File: src/rtl/fm_link_pkg.sv
// Shared definitions for the FM sample link: UART FSM states, line levels,
// frame geometry and the byte-order convention used by both ends.
package fm_link_pkg;

    typedef enum logic [1:0] {
        S_IDLE  = 2'd0,
        S_START = 2'd1,
        S_DATA  = 2'd2,
        S_STOP  = 2'd3
    } uart_state_t;

    localparam logic UART_IDLE  = 1'b1;
    localparam logic UART_START = 1'b0;
    localparam logic UART_STOP  = 1'b1;

    localparam int unsigned FRAME_BITS = 10;
    localparam int unsigned BYTE_BITS  = 8;

    // Samples travel most-significant byte first; the receiving demux
    // reassembles by shifting each new byte in from the bottom.
    localparam bit MSB_BYTE_FIRST = 1'b1;

endpackage

File: src/rtl/uart_baud_tick.sv
// Fractional baud generator: a phase accumulator that adds uartRate every
// running cycle and wraps at clockRate, emitting one tick per wrap.
module uart_baud_tick #(
    parameter int unsigned clockRate = 76_800_000,
    parameter int unsigned uartRate  = 12_000_000
) (
    input  logic clk,
    input  logic reset,
    input  logic clear,
    input  logic run,
    output logic tick
);

    if (2 * uartRate > clockRate) begin : g_rate_check
        $error("uart_baud_tick: 2*uartRate must not exceed clockRate");
    end

    // acc stays below clockRate and uartRate <= clockRate/2, so acc+uartRate
    // always fits in one extra bit.
    localparam int unsigned W = $clog2(clockRate) + 1;
    localparam logic [W-1:0] CR = W'(clockRate);
    localparam logic [W-1:0] UR = W'(uartRate);

    logic [W-1:0] acc;
    logic [W-1:0] sum;
    logic         wrap;

    assign sum  = acc + UR;
    assign wrap = (sum >= CR);
    assign tick = run && wrap;

    // Accumulator: cleared on accept, advanced only while a frame is running.
    always_ff @(posedge clk or negedge reset) begin
        if (!reset) begin
            acc <= '0;
        end else if (clear) begin
            acc <= '0;
        end else if (run) begin
            acc <= wrap ? (sum - CR) : sum;
        end
    end

endmodule

File: src/rtl/sample_uart_tx.sv
// Serialises an 8*blockSize-bit sample into back-to-back 8N1 UART frames,
// most-significant byte first, with fractional baud timing.
module sample_uart_tx
    import fm_link_pkg::*;
#(
    parameter int unsigned clockRate = 76_800_000,
    parameter int unsigned uartRate  = 12_000_000,
    parameter int unsigned blockSize = 3
) (
    input  logic                     clk,
    input  logic                     reset,
    input  logic [8*blockSize-1:0]   inData,
    input  logic                     inValid,
    output logic                     inReady,
    output logic                     uart,
    output logic                     busy
);

    localparam int unsigned SW  = BYTE_BITS * blockSize;
    localparam int unsigned BCW = (blockSize > 1) ? $clog2(blockSize) : 1;

    uart_state_t    state, state_d;
    logic [SW-1:0]  shift, shift_d;
    logic [BCW-1:0] byte_cnt, byte_cnt_d;
    logic [2:0]     bit_cnt, bit_cnt_d;
    logic [7:0]     byte_d;
    logic           uart_d;
    logic           accept;
    logic           tick;

    assign accept = inValid && (state == S_IDLE);

    uart_baud_tick #(
        .clockRate (clockRate),
        .uartRate  (uartRate)
    ) u_baud (
        .clk   (clk),
        .reset (reset),
        .clear (accept),
        .run   (busy),
        .tick  (tick)
    );

    // State, datapath and line register; reset idles the line immediately.
    always_ff @(posedge clk or negedge reset) begin
        if (!reset) begin
            state    <= S_IDLE;
            shift    <= '0;
            byte_cnt <= '0;
            bit_cnt  <= '0;
            uart     <= UART_IDLE;
        end else begin
            state    <= state_d;
            shift    <= shift_d;
            byte_cnt <= byte_cnt_d;
            bit_cnt  <= bit_cnt_d;
            uart     <= uart_d;
        end
    end

    // Next-state and datapath updates, advancing only on baud ticks.
    always_comb begin
        state_d    = state;
        shift_d    = shift;
        byte_cnt_d = byte_cnt;
        bit_cnt_d  = bit_cnt;
        unique case (state)
            S_IDLE: begin
                if (inValid) begin
                    shift_d    = inData;
                    byte_cnt_d = BCW'(blockSize - 1);
                    bit_cnt_d  = '0;
                    state_d    = S_START;
                end
            end
            S_START: begin
                if (tick) begin
                    bit_cnt_d = '0;
                    state_d   = S_DATA;
                end
            end
            S_DATA: begin
                if (tick) begin
                    if (bit_cnt == 3'd7) begin
                        state_d = S_STOP;
                    end else begin
                        bit_cnt_d = bit_cnt + 3'd1;
                    end
                end
            end
            S_STOP: begin
                if (tick) begin
                    if (byte_cnt == '0) begin
                        state_d = S_IDLE;
                    end else begin
                        shift_d    = MSB_BYTE_FIRST ? (shift << BYTE_BITS) : (shift >> BYTE_BITS);
                        byte_cnt_d = byte_cnt - BCW'(1);
                        state_d    = S_START;
                    end
                end
            end
            default: state_d = S_IDLE;
        endcase
    end

    // Handshake outputs and the line level to register for the next state.
    // The line is computed from next-state values so the registered output
    // lines up with the state it belongs to.
    always_comb begin
        inReady = (state == S_IDLE);
        busy    = !inReady;
        byte_d  = MSB_BYTE_FIRST ? shift_d[SW-1 -: 8] : shift_d[7:0];
        uart_d  = UART_IDLE;
        unique case (state_d)
            S_IDLE:  uart_d = UART_IDLE;
            S_START: uart_d = UART_START;
            S_DATA:  uart_d = byte_d[bit_cnt_d];
            S_STOP:  uart_d = UART_STOP;
            default: uart_d = UART_IDLE;
        endcase
    end

endmodule

File: config.mk
export PLATFORM = sky130hd
export DESIGN_NAME = sample_uart_tx
export DESIGN_NICKNAME = d
export VERILOG_FILES = /design/src/rtl/fm_link_pkg.sv /design/src/rtl/uart_baud_tick.sv /design/src/rtl/sample_uart_tx.sv
export SDC_FILE = /design/constraint.sdc
export NUM_CORES = 1
export LEC_CHECK = 0
export ABC_AREA = 1
export CAP_MARGIN = 5
export CORE_AREA = 2 2 103 105
export CTS_CLUSTER_SIZE = 16
export DETAILED_ROUTE_END_ITERATION = 6
export DIE_AREA = 0 0 105 107
export GPL_ROUTABILITY_DRIVEN = 0
export HOLD_SLACK_MARGIN = 0.02
export REMOVE_ABC_BUFFERS = 1
export SLEW_MARGIN = 20
export SYNTH_ARGS = -nofsm -noshare
export SYNTH_HDL_FRONTEND = slang
export SYNTH_SLANG_ARGS = --single-unit
export TNS_END_PERCENT = 50
File: constraint.sdc
create_clock -name clk -period 8.3 [get_ports clk]
set_clock_uncertainty 0.05 [all_clocks]
set_input_delay 1.66 -clock clk [delete_from_list [all_inputs] [get_ports clk]]
set_output_delay 1.66 -clock clk [all_outputs]
set_load 0.01 [all_outputs]
==> Yosys cells after proc, flatten, opt, wreduce, memory -nomap -nowiden <==
Cells that the tools add are included.
{ "word_totals": {"regBits": 60, "latchBits": 0, "ram_bits": 0, "mem_bits_ro": 0, "inputBits": 27, "output_inout_bits": 3, "elab_cells": 59, "memories": 0} }
{ "classes": {"add_sub_neg": 4, "multipliers": 0, "div_mod_pow": 0, "order_cmp": 2, "eq_ne": 11, "n_shift": 0, "n_mux": 26, "n_bitwise": 0, "reduce_logical": 9} }
{ "ops": {"columns": ["op", "count"], "rows": [
  ["28-bit two-way mux", 3],
  ["24-bit two-way mux", 3],
  ["24-bit case mux with 2 select lines", 1],
  ["28-bit by 24-bit adder with 28-bit output, second input constant", 1],
  ["28-bit by 27-bit greater-or-equal comparator with 1-bit output, second input constant", 1],
  ["28-bit by 27-bit subtractor with 28-bit output, second input constant", 1],
  ["2-bit two-way mux", 8],
  ["3-bit two-way mux", 4],
  ["3-bit case mux with 3 select lines", 1],
  ["2-bit equality test, second input constant", 4],
  ["2-bit case mux with 4 select lines", 1],
  ["2-bit logical NOT", 3],
  ["2-bit != test, second input constant", 3],
  ["2-bit by 1-bit equality test with 1-bit output, second input constant", 2],
  ["3-bit by 4-bit < comparator with 1-bit output, second input constant", 1],
  ["2-bit case mux with 2 select lines", 1],
  ["4-bit AND reduction", 1],
  ["3-bit by 1-bit adder with 3-bit output, second input constant", 1],
  ["1-bit binary-select mux with 3-bit select", 1],
  ["3-bit equality test, second input constant", 1],
  ["1-bit case mux with 3 select lines", 1],
  ["1-bit logical AND", 2],
  ["1-bit two-way mux", 2],
  ["2-bit by 1-bit != test with 1-bit output, second input constant", 1],
  ["4 further kinds", 4]
]} }

==> Longest topological paths before layout <==
Gate-level depths: netlist of run 1.
{ "depth": {"word_depth": 8, "ltp_mapped": 28, "ltp_nobuf": 28} }

==> Modules after synthesis <==
From an unflattened synthesis of run 1, not the netlist that was laid out.
{ "unflattened": {"cells_unflattened": 577, "area_unflattened_um2": 3903.7} }
{ "by_module_without_submodules": {"columns": ["mod", "n_inst", "cells_per_inst", "area_each_um2", "seq_area_each_um2"], "rows": [
  ["uart_baud_tick", 1, 334, 2062.0, 500.5],
  ["sample_uart_tx", 1, 243, 1841.8, 802.0]
]} }

==> Worst setup path after synthesis of run 1 <==
Ideal clock, no wire load.
{ "synth_timing": {"path_type": "register to output", "from": "register state[0]", "to": "output port busy", "t_arrival_ns": 1.431, "setup_slack_ns": 5.159, "path_stages_with_launch": 6, "path_buffers": 2, "path_cell_list": "dfrtp_1 inv_1 ha_1 clkbuf_1 inv_1 clkbuf_1"} }
{ "synth_between": {"elab_chain_len": 2} }
{ "synth_rtl": {"columns": ["element", "line", "rtl"], "rows": [
  ["from (decl)", "sample_uart_tx.sv:22", "uart_state_t state, state_d;"],
  ["from (signal assigned)", "sample_uart_tx.sv:53", "state <= state_d;"],
  ["2-bit logical NOT", "sample_uart_tx.sv:110", "inReady = (state == S_IDLE);"],
  ["net inReady", "sample_uart_tx.sv:14", "output logic inReady,"],
  ["1-bit logical NOT", "sample_uart_tx.sv:111", "busy = !inReady;"],
  ["to (decl)", "sample_uart_tx.sv:16", "output logic busy"]
]} }
The timed path passes the listed nets, and every way through them passes these cells.

==> Final worst setup path of run 1 <==
{ "layout_timing": {"from": "input port inValid", "to": "register shift[13]"} }
{ "layout_between": {"elab_chain_len": 2} }
{ "layout_rtl": {"columns": ["element", "line", "rtl"], "rows": [
  ["from (decl)", "sample_uart_tx.sv:13", "input logic inValid,"],
  ["2-bit != test (no source line)", null, null],
  ["4-bit AND reduction (no source line)", null, null],
  ["to (signal assigned)", "sample_uart_tx.sv:54", "shift <= shift_d;"],
  ["to (decl)", "sample_uart_tx.sv:23", "logic [SW-1:0] shift, shift_d;"]
]} }
No other way between the ends.
A chain may end at the register's enable or synchronous reset.

==> metrics.cfg, run 1 <==
[placement]
port_buffers=29
dpl.hpwl_microns=7190

[synthesis]
ys_seq_area_frac=0.328
synthCells=580
ys_ff_latch=52
avgSynthCellArea_sq_um=6.84
yosysWarningCount=0
syn_area_sq_um=3970
yosysUniqueCellTypes=41

[sta]
min_period_ns=4.21
slew_viol_final=0
worst_pin_slew_ns=0.945
relSlewSlack=0.368
fmax_ghz=0.237
finalHoldViolCount=0
rsz0062_at_grt=no
fin_setup_tns_ns=0
report.final.setup_viol=0
period_share=0.508

[setup_path]
crit_type=in2reg
worst-path-buf-inv=3
rrSetupSlack_ns=4.50
required_ns=8.41
critPathMaxFanout=21
critPathMostFrequentCell=nand2_1
crit_slowest_cell=nor2_1
cp-end-kind=register
path_cells=clkdlybuf4s50_1 -> nor2_1 -> inv_1 -> nand2_1 -> a21oi_2 -> nand2_1 -> inv_2 -> nand2_1 -> o21ai_0
critPathTopFamily=simple AND/OR/NAND/NOR gates
worstPathArrival_ns=4.33
cpPeakStageDelay_ns=0.73
startpoint_type=input port

[global_route]
gr-total-overflow=0
grt_max_degree=53
grt_pass1_vias=3673
track_usage=0.183
antenna_found_initial=0
grt_pass1_wl_microns=16900

[pwr]
switching_share=0.244
p_switching_mw=0.105
totalPowerFinal_mw=0.431
power_frac_seq=0.588
ir_worst_vdd_v=0.0000611
power_frac_clock=0.371
comb_power_share=0.041
powerDensity_nw_per_um2=96.8
p_leak_nw=2.15
cellInternalPower_mw=0.326

[routing]
routed-via-count=3712
drc=0
routed_via_density=5.04
wl_microns=9840
drtIter0Drc=191
postRouteAntennaNets=0
wl_per_cell_microns=13.3
first_pass_iters=4

[clock_network]
clock_sinks=52
ctsResizeCount=0
cts_made_buffers=5
clk_pin_slew_ns=0.11
post_cts_buffers=0
cts_max_level=2
clk_path_buf_depth=2
insertion_delay_ns=0.32
cts_tree=built
cts_hold_buf=0
cts_root_buffer=clkbuf_8

[floorplanning]
die_h_microns=107
dieWidth_microns=105
die_area_sq_um=11200
start_util=0.393
ios=30
design.core.area_sq_um=10100
rows=37

[final_layout]
final_common_cell=nand2_1
layout_common_cells=162 x nand2_1, 82 x inv_1, 56 x nand3_1, 51 x dfrtp_1, 35 x o21ai_0
antenna_cells=0
fill_cells=1098
syn_to_final_growth_pct=12.0
final_net_count=637
multi_input_area_sq_um=2230
regArea_sq_um=1300
layout-drive-gt1-share=0.125

[flow_run]
drv_cap=0

[hold_path]
hold_class=reg2reg

[outcome]
status=completed

## registers in the layout, indices dropped and copies added, names as in the netlist
name,count
byte_cnt,2
state,2
u_baud.acc,20
bit_cnt,3
uart,1
shift,24
## layer usage
layer / GRT usage / routed length [microns] / vias up
met3: 0.0188 / 412 / 12
met1: 0.233 / 4500 / 1735
met4: 0.0486 / 125 / 0
li1: - / - / 1890
met5: 0 / 0 / -
met2: 0.333 / 4800 / 75
## final timing paths
| check | startpoint | endpoint | cells past startpoint |
|---|---|---|---|
| min in group asynchronous | reset | u_baud.acc[16] | 2 |
| max in group asynchronous | reset | bit_cnt[2] | 2 |
| worst min-delay path | shift[2] | shift[2] | 2 |
| worst max register to register | u_baud.acc[8] | shift[13] | 21 |
| worst min register to register | shift[2] | shift[2] | 2 |
| worst max-delay path | inValid | shift[13] | 9 |
## cell families (layout without fill, tap and decap cells)
logic type                 after synthesis  in the layout  share of synthesized area
AOI/OAI and AO/OA                       86             86                      0.132
xor gates and xnor gates                14             14                     0.0328
adders and majority gates               10             10                     0.0315
buffers and inverters                  109            130                      0.109
DFF                                     52             52                      0.328
and+or+nand+nor                        309            309                      0.367
## power groups by stage
stage	Combinational (mW)	Clock (mW)	Sequential, mW
final	0.0177	0.160	0.253
after global routing	0.0195	0.175	0.253
after CTS	0.0183	0.164	0.253
after detailed placement	0.0183	0	0.258
after global placement	0.0181	0	0.258
after floorplan	0.0000222	0	0.258
## synth_stat cells
library cell | number | area [sq um]
a21boi_0 | 1 | 7.51
o21ai_1 | 1 | 5.00
nor2_2 | 6 | 37.5
nand3_4 | 1 | 17.5
o21a_1 | 1 | 7.51
o31ai_1 | 1 | 7.51
ha_1 | 10 | 125
a21oi_1 | 11 | 55.1
buf_6 | 1 | 11.3
o22ai_1 | 17 | 106
o211ai_1 | 1 | 7.51
nor3_1 | 4 | 20.0
buf_2 | 3 | 15.0
nand3_1 | 56 | 280
buf_1 | 1 | 3.75
a22oi_1 | 2 | 15.0
nand3_2 | 7 | 70.1
a21oi_2 | 5 | 43.8
xor2_2 | 1 | 16.3
dfstp_2 | 1 | 26.3
nor2_1 | 34 | 128
nand2_2 | 19 | 119
a31oi_1 | 2 | 12.5
xor2_1 | 9 | 78.8
nand2_4 | 4 | 45.0
a221oi_1 | 6 | 52.6
o221ai_1 | 1 | 8.76
a21o_1 | 1 | 7.51
nand3b_1 | 1 | 7.51
clkbuf_1 | 11 | 41.3
or2_2 | 5 | 31.3
xnor2_1 | 4 | 35.0
o2111a_1 | 1 | 11.3
nand4_1 | 4 | 25.0
inv_1 | 82 | 308
dfrtp_1 | 51 | 1280
nand2_1 | 162 | 608
nor2_4 | 6 | 67.6
o21ai_0 | 35 | 175
inv_2 | 8 | 30.0
buf_4 | 3 | 22.5
## final cells by class
| type | instances | area share |
|---|---|---|
| clock buffer | 5 | 0.0155 |
| clock inverter | 3 | 0.00563 |
| inverter | 90 | 0.0760 |
| multi-input combinational | 419 | 0.503 |
| sequential | 52 | 0.293 |
| tap | 136 | 0.0383 |
| timing repair buffer | 32 | 0.0692 |
## per-stage QoR
stage	area [sq um]	std cells	setup WS, ns	utilization	hold slack [ns]
floorplan	3870	561	5.01	-	0.451
global placement	4350	729	3.81	0.431	0.464
detailed placement	4350	729	3.72	0.431	0.475
CTS	4450	737	4.05	0.441	0.496
global route	4450	737	3.82	0.441	0.530
finish	4450	737	4.09	0.441	0.490
## tightest hold or removal path: cells and delay by family (launching register included)
kind | cells | cell delay, ns
buffers and inverters | 1 | 0.06
flip-flops | 1 | 0.38
AO/OA/AOI/OAI | 1 | 0.07
No activity file was read; power rests on OpenSTA's default activity.
==> run 2, diff against run 1 <==
clock period = 3.6 ns   (was 8.3 ns; I/O delays follow)
==> run 2 against run 1 <==
  * Hold slack got worse by 0.15 ns
  * Sequential power grew 130%
  * Register-to-register slack worse by 4.1 ns
  * Clock power rose by 140%
  * Die area stayed put
  * Non-clock buffer count grew 7
  * Combinational power is 130% higher
  * Largest cell class unchanged
==> metrics.cfg, run 2 (synthesized netlist as in run 1, its figures left out) <==
[outcome]
status=completed

[final_layout]
regArea_sq_um=1300  ; unchanged
final_cells=744  ; +0.95%
antenna_cells=0  ; unchanged
final_util=0.448  ; +0.00719
finish.instance_area_sq_um=4520  ; +1.6%
multi_input_area_sq_um=2250  ; +0.73%
largest_reg_flops=24  ; unchanged
top_register=shift
layout-drive-gt1-share=0.138  ; +0.0134
layout_common_cells=162 x nand2_1, 82 x inv_1, 56 x nand3_1, 51 x dfrtp_1, 35 x o21ai_0
final_net_count=644  ; +1.1%
syn_to_final_growth_pct=13.9
fill_cells=1082  ; -1.5%
final_common_cell=nand2_1
top_regs=shift x24, u_baud.acc x20, bit_cnt x3

[pwr]
comb_power_share=0.040  ; about the same
power_frac_seq=0.575  ; -0.013
cellInternalPower_mw=0.756  ; +130%
powerDensity_nw_per_um2=225  ; +130%
p_leak_nw=2.19  ; +2.0%
p_switching_mw=0.259  ; +150%
power_frac_clock=0.384  ; +0.013
switching_share=0.255  ; +0.0112
ir_worst_vdd_v=0.000136  ; +120%

[clock_network]
clk_path_buf_depth=2  ; unchanged
clock_sinks=52  ; unchanged
insertion_delay_ns=0.32  ; about the same
cts_hold_buf=0  ; unchanged
cts_made_buffers=5  ; unchanged
clk_pin_slew_ns=0.12  ; about the same
cts_root_buffer=clkbuf_8
cts_tree=built
cts_max_level=2  ; unchanged

[sta]
period_share=0.895
min_period_ns=3.22
relSlewSlack=0.495  ; +0.127
fin_setup_tns_ns=0  ; unchanged
worst_pin_slew_ns=0.757  ; -0.187 ns
report.final.setup_viol=0  ; unchanged
fmax_ghz=0.310
slew_viol_final=0  ; unchanged
finalHoldViolCount=0  ; unchanged
setup_ws_ns=0.379  ; -3.71 ns
rsz0062_at_grt=no

[floorplanning]
ios=30  ; unchanged
die_area_sq_um=11200  ; unchanged
start_util=0.393  ; unchanged
die_h_microns=107  ; unchanged
dieWidth_microns=105  ; unchanged
design.core.area_sq_um=10100  ; unchanged
rows=37  ; unchanged

[setup_path]
path_cells=inv_1 -> ha_1 -> inv_1 -> nand2_1 -> nand2_4 -> nand3_1 -> nand3_1 -> nand2_1 -> nor2_2 -> nand2_2 -> nor2_4 -> nand2_2 -> nand3_4 -> nand2_8 -> o21ai_0 -> nand2_1 -> o2111a_1 -> a22oi_2 -> inv_1 -> ha_1 -> inv_1 -> a21oi_2
cpPeakStageDelay_ns=0.42  ; -0.31 ns
worstPathArrival_ns=3.43  ; -0.90 ns
cp-end-kind=register
critPathMaxFanout=11  ; -48%
critPathMostFrequentCell=inv_1
crit_type=reg2reg
startpoint_type=register
required_ns=3.81  ; -4.60 ns
crit_slowest_cell=dfrtp_1

[placement]
dpl.hpwl_microns=7420  ; +3.3%
place_ws_ns=0.264  ; -3.45 ns
dpl.cell_count=735  ; +0.82%
place_area_sq_um=4400  ; +1.0%
port_buffers=29  ; unchanged

[global_route]
track_usage=0.193  ; +0.00978
grt_pass1_wl_microns=17800  ; +5.3%
antenna_found_initial=0  ; unchanged
gr-total-overflow=0  ; unchanged
grt_pass1_vias=3843  ; +4.6%
grt_max_degree=29  ; -45%

[routing]
drc=0  ; unchanged
routed-via-count=3764  ; +1.4%
drtIter0Drc=131  ; -31%
wl_per_cell_microns=13.4  ; +0.53%
routed_via_density=5.06  ; +0.45%
postRouteAntennaNets=0  ; unchanged
first_pass_iters=5  ; +1
wl_microns=9980  ; +1.5%

[hold_path]
hold_class=in2async

[flow_run]
drv_cap=0  ; unchanged

run 2: cell count changes in the layout (fill, tap and decap cells not counted):
| cell | change |
|---|---|
| a22oi_1 | -1 |
| nand2_4 | -1 |
| nor2_1 | -1 |
| buf_4 | +7 |
| inv_8 | +1 |
| a22oi_2 | +1 |
| nor2_2 | +1 |
| clkinvlp_4 | -1 |
| nand2_8 | +1 |
run 2: what timing repair did:
action,4_1_cts,5_1_grt
setup buffers,0,1
resized for setup,0,3
setup endpoints to repair,0,1
run 2: area by class of cell:
| type | instances | area share |
|---|---|---|
| flip-flops and latches | 52 | 0.288 |
| multi-input cells | 419 | 0.498 |
| inverters | 90 | 0.0748 |
| clock buffers | 5 | 0.0152 |
| repair buffers | 39 | 0.0797 |
| well taps | 136 | 0.0377 |
| clock inverters | 3 | 0.00637 |
run 2: worst paths after layout:
| kind | startpoint | endpoint | depth (start not counted) | slack (ns) |
|---|---|---|---|---|
| max | u_baud.acc[8] | uart | 22 | 0.38 |
| min | reset | u_baud.acc[20] | 1 | 0.34 |
| max reg2reg | u_baud.acc[8] | uart | 22 | 0.38 |
| min reg2reg | shift[6] | shift[6] | 2 | 0.49 |
| max in group asynchronous | reset | u_baud.acc[9] | 2 | 2.36 |
| min in group clk | shift[6] | shift[6] | 2 | 0.49 |
run 2: layer usage:
layer / vias up / part of all wire / global-route usage / wire [microns]
li1: 1908 / - / - / -
met1: 1737 / 0.46 / 0.240 / 4570
met2: 94 / 0.47 / 0.340 / 4740
met3: 25 / 0.036 / 0.0237 / 356
met4: 0 / 0.032 / 0.0771 / 323
met5: - / 0 / 0 / 0
run 2: per-stage QoR:
stage | total power [mW] | hold WS (ns)
6_report | 1.02 | 0.337
2_1_floorplan | 0.595 | 0.374
3_3_place_gp | 0.638 | 0.468
4_1_cts | 1.03 | 0.363
3_5_place_dp | 0.637 | 0.477
5_1_grt | 1.05 | 0.384
run 2: critical path, delay by kind of cell, from the launching register on:
kind | cells | cell delay [ns]
AOI/OAI and AO/OA | 4 | 0.60
adders and majority gates | 2 | 0.48
buffers and inverters | 4 | 0.23
DFF | 1 | 0.42
and+or+nand+nor | 12 | 1.39
run 2: power by group through the flow:
stage	Combinational [mW]	Clock [mW]	Sequential, mW
2_1_floorplan	0.0000494	0	0.595
3_3_place_gp	0.0424	0	0.595
3_5_place_dp	0.0423	0	0.595
4_1_cts	0.0424	0.401	0.584
5_1_grt	0.0454	0.423	0.584
6_report	0.0409	0.390	0.584
==> edit 1, RTL diff (flow settings as in run 2) <==
The parameter `blockSize` goes from 3 to 2.
--- a/src/rtl/sample_uart_tx.sv
+++ b/src/rtl/sample_uart_tx.sv
@@ -5,7 +5,7 @@
 #(
     parameter int unsigned clockRate = 76_800_000,
     parameter int unsigned uartRate  = 12_000_000,
-    parameter int unsigned blockSize = 3
+    parameter int unsigned blockSize = 2
 ) (
     input  logic                     clk,
     input  logic                     reset,
Ports: changed (resized inData); port bits go from 30 to 22. The function was not compared with the original's and may differ.
==> edit 1 against run 2 <==
  * Via count decreased by 15%
  * Count of clock-buffer cells in the layout unchanged
  * Setup slack improved by 0.031 ns
  * Area after synthesis decreased by 14%
  * Final area decreased by 13%
  * Synthesized cell count decreased by 16%
  * Wire length decreased by 15%
  * Sequential cell count decreased by 9
  * Global-route usage decreased by 3.7 points
  * Core utilization decreased by 5.7 points
  * Critical path type unchanged
Power is left out: it rests on default switching activity, and per cell area and clock period it moved more than threefold.
==> edit 1: results (changes against run 2) <==
metric	value	unit	change
outcome	finished clean		
Nets	545		-15%
wl on met1	3940	µm	-14%
Fillers	1100		+1.7%
final hold slack	0.348	ns	+0.0108 ns
Vias	3201		-15%
Yosys warning count	0		unchanged
placed cell area	3750	µm²	-15%
worst-path maximum fanout	18		+7
antenna cells	0		unchanged
minimum clock period	3.19	ns	-0.0311 ns
GR Util All Layers	15.6	%	-3.7 points
fraction of layout cells with a size suffix above 1	14.3	%	+0.47 points
cells after synthesis	490		-16%
Place WS	0.329	ns	+0.0643 ns
Port Buffer Count	21		-28%
worst r2r path cells	24		+9.1%
clock transition at the registers of the reported paths	0.09	ns	-0.03 ns
first-pass GRT wire length	14400	µm	-19%
commonest cells in the netlist	nand2_1, inv_1, nand3_1		
Routed WL	8500	µm	-15%
DP Cell Count	639		-13%
reg-to-reg setup timing slack	0.41	ns	+0.03 ns
CP peak stage delay	0.40	ns	-0.02 ns
Slew HR	51.8	%	+2.4 points
M3 GR Usage	2.43	%	+0.061 points
number of global-route vias before repair	3069		-20%
CTS Buf Count	5		unchanged
DPL Wire Length	6090	µm	-18%
met2 usage	27.6	%	-6.5 points
crit path DAT	3.38	ns	-0.05 ns
largest net degree at the start of global routing	44		+52%
part of the Yosys area used for sequential elements	31.6	%	-1.2 points
biggest regs	u_baud.acc x20, shift x16, bit_cnt x3		
drt first pass iters	4		-1
initial DRC count	169		+29%
largest cells by area after synthesis	dfrtp_1, nand2_1, inv_1		
reg2reg start	u_baud.acc[9]$_DFFE_PN0P_		
routed wl met3	297	µm	-17%
Crit-path slowest cell	dfrtp_1		
DR top layer	met4		
WL met2	4120	µm	-13%
met1 global-route usage	19.8	%	-4.3 points
Final Non-Filler Cells	654		-12%
final core occ	39.1	%	-5.7 points
edit 1: cell count changes after synthesis, moves of 4 or more:
cell / run 2 / this run
o21ai_2: 0 / 5
nand3_2: 7 / 3
o21ai_0: 35 / 26
or2_2: 5 / 0
nand3_1: 56 / 49
inv_1: 82 / 77
nand2_1: 162 / 119
dfrtp_1: 51 / 42
edit 1: kinds of logic after synthesis:
kind of cell             synth area share, %
flip-flops                              31.6
XOR/XNOR                                4.04
adder cells (fa/ha/maj)                 3.30
AND/OR/NAND/NOR                         35.0
buffers and inverters                   11.6
AO/OA/AOI/OAI                           14.5
edit 1: cell type report:
class / instances / area share (%)
Inverter: 87 / 8.38
Clock inverter: 3 / 1.71
Multi-Input combinational cell: 348 / 49.1
Tap cell: 136 / 4.32
Timing Repair Buffer: 32 / 7.37
Sequential cell: 43 / 27.3
Clock buffer: 5 / 1.75
edit 1: timing repair:
item	in CTS	in global routing
setup endpoints to repair	0	2
gates resized for setup	0	0
setup buffers	0	7
==> edit 2, RTL diff (config.mk and constraints of run 2) <==
Without the edit above. Encoding of `uart_state_t`: now one-hot (4 bits for 4 states).
--- a/src/rtl/fm_link_pkg.sv
+++ b/src/rtl/fm_link_pkg.sv
@@ -2,11 +2,11 @@
 // frame geometry and the byte-order convention used by both ends.
 package fm_link_pkg;
 
-    typedef enum logic [1:0] {
-        S_IDLE  = 2'd0,
-        S_START = 2'd1,
-        S_DATA  = 2'd2,
-        S_STOP  = 2'd3
+    typedef enum logic [3:0] {
+        S_IDLE  = 4'b0001,
+        S_START = 4'b0010,
+        S_DATA  = 4'b0100,
+        S_STOP  = 4'b1000
     } uart_state_t;
 
     localparam logic UART_IDLE  = 1'b1;
Function: same outputs for any inputs over 10 cycles, from zero or initial values and one cycle with reset low; not proved beyond that.
==> edit 2 against run 2 <==
  * Area after synthesis down 2.7%
  * Core utilization shrank 0.77 points
  * Count of clock-buffer cells in the layout is the same
  * Synthesized cell count shrank 1.2%
  * Sequential cell count increased by 2
  * Final area fell by 1.7%
  * Die area is the same
  * Wire length up 1.7%
  * First-iteration DRC count rose by 50%
  * Setup slack better by 0.048 ns
  * Critical endpoint is now byte_cnt[1]$_DFFE_PN0P_
  * Highest routed layer unchanged
Power is left out: it rests on default switching activity, and per cell area and clock period it moved more than threefold.
==> edit 2: results (changes against run 2) <==
metric	value	unit	change
seq_cells	54		+3.8%
initial DRC count	197		+50%
multi-input gates	427		+1.9%
Data buffer area share	8.23	%	+0.25 points
post-synthesis mux area share	0.259	%	+0.26 points
inverter count	77		-14%
biggest regs	shift x24, u_baud.acc x20, state x4		
met2 usage	34.0	%	-0.093 points
DP Cell Count	730		-0.68%
cells after synthesis	573		-1.2%
drt first pass iters	4		-1
outcome	finished clean		
Post-Synth Adder-Cell Area	1.30	%	-1.9 points
complex-gate fraction of the synthesized area	10.9	%	-2.3 points
wl on met1	4600	µm	+0.79%
end of the critical path	byte_cnt[1]$_DFFE_PN0P_		
commonest cells in the netlist	nand2_1, inv_1, nand3_1		
crit path DAT	3.37	ns	-0.06 ns
placed cell area	4300	µm²	-2.3%
part of the Yosys area used for sequential elements	35.1	%	+2.2 points
first-pass GRT wire length	17100	µm	-3.8%
Vias	3746		-0.48%
Fillers	1095		+1.2%
largest cells by area after synthesis	dfrtp_1, nand2_1, nand3_1		
worst-path maximum fanout	12		+1
==> edit 2: cell types whose count changed in the layout (fill, tap and decap cells not counted), sizes merged, moves of 4 or more <==
cell           run 2  this run
a221oi             6         0
ha                10         4
inv               93        78
nand2            185       196
nand3             64        74
nor2              46        51
o21ai             36        21
o311ai             0         8
or2                5         1
xor2              10        16
==> edit 2: worst max-delay path, delay by kind of cell (launching register included) <==
family / cells / cell delay [ns]
buffers and inverters: 4 / 0.39
DFF: 1 / 0.45
and+or+nand+nor: 18 / 1.85
AOI/OAI and AO/OA: 1 / 0.12
adders and majority gates: 1 / 0.20
==> edit 2: timing repair <==
item	in CTS	in global routing
resized for setup	0	0
setup buffers	0	2
setup endpoints to repair	0	8
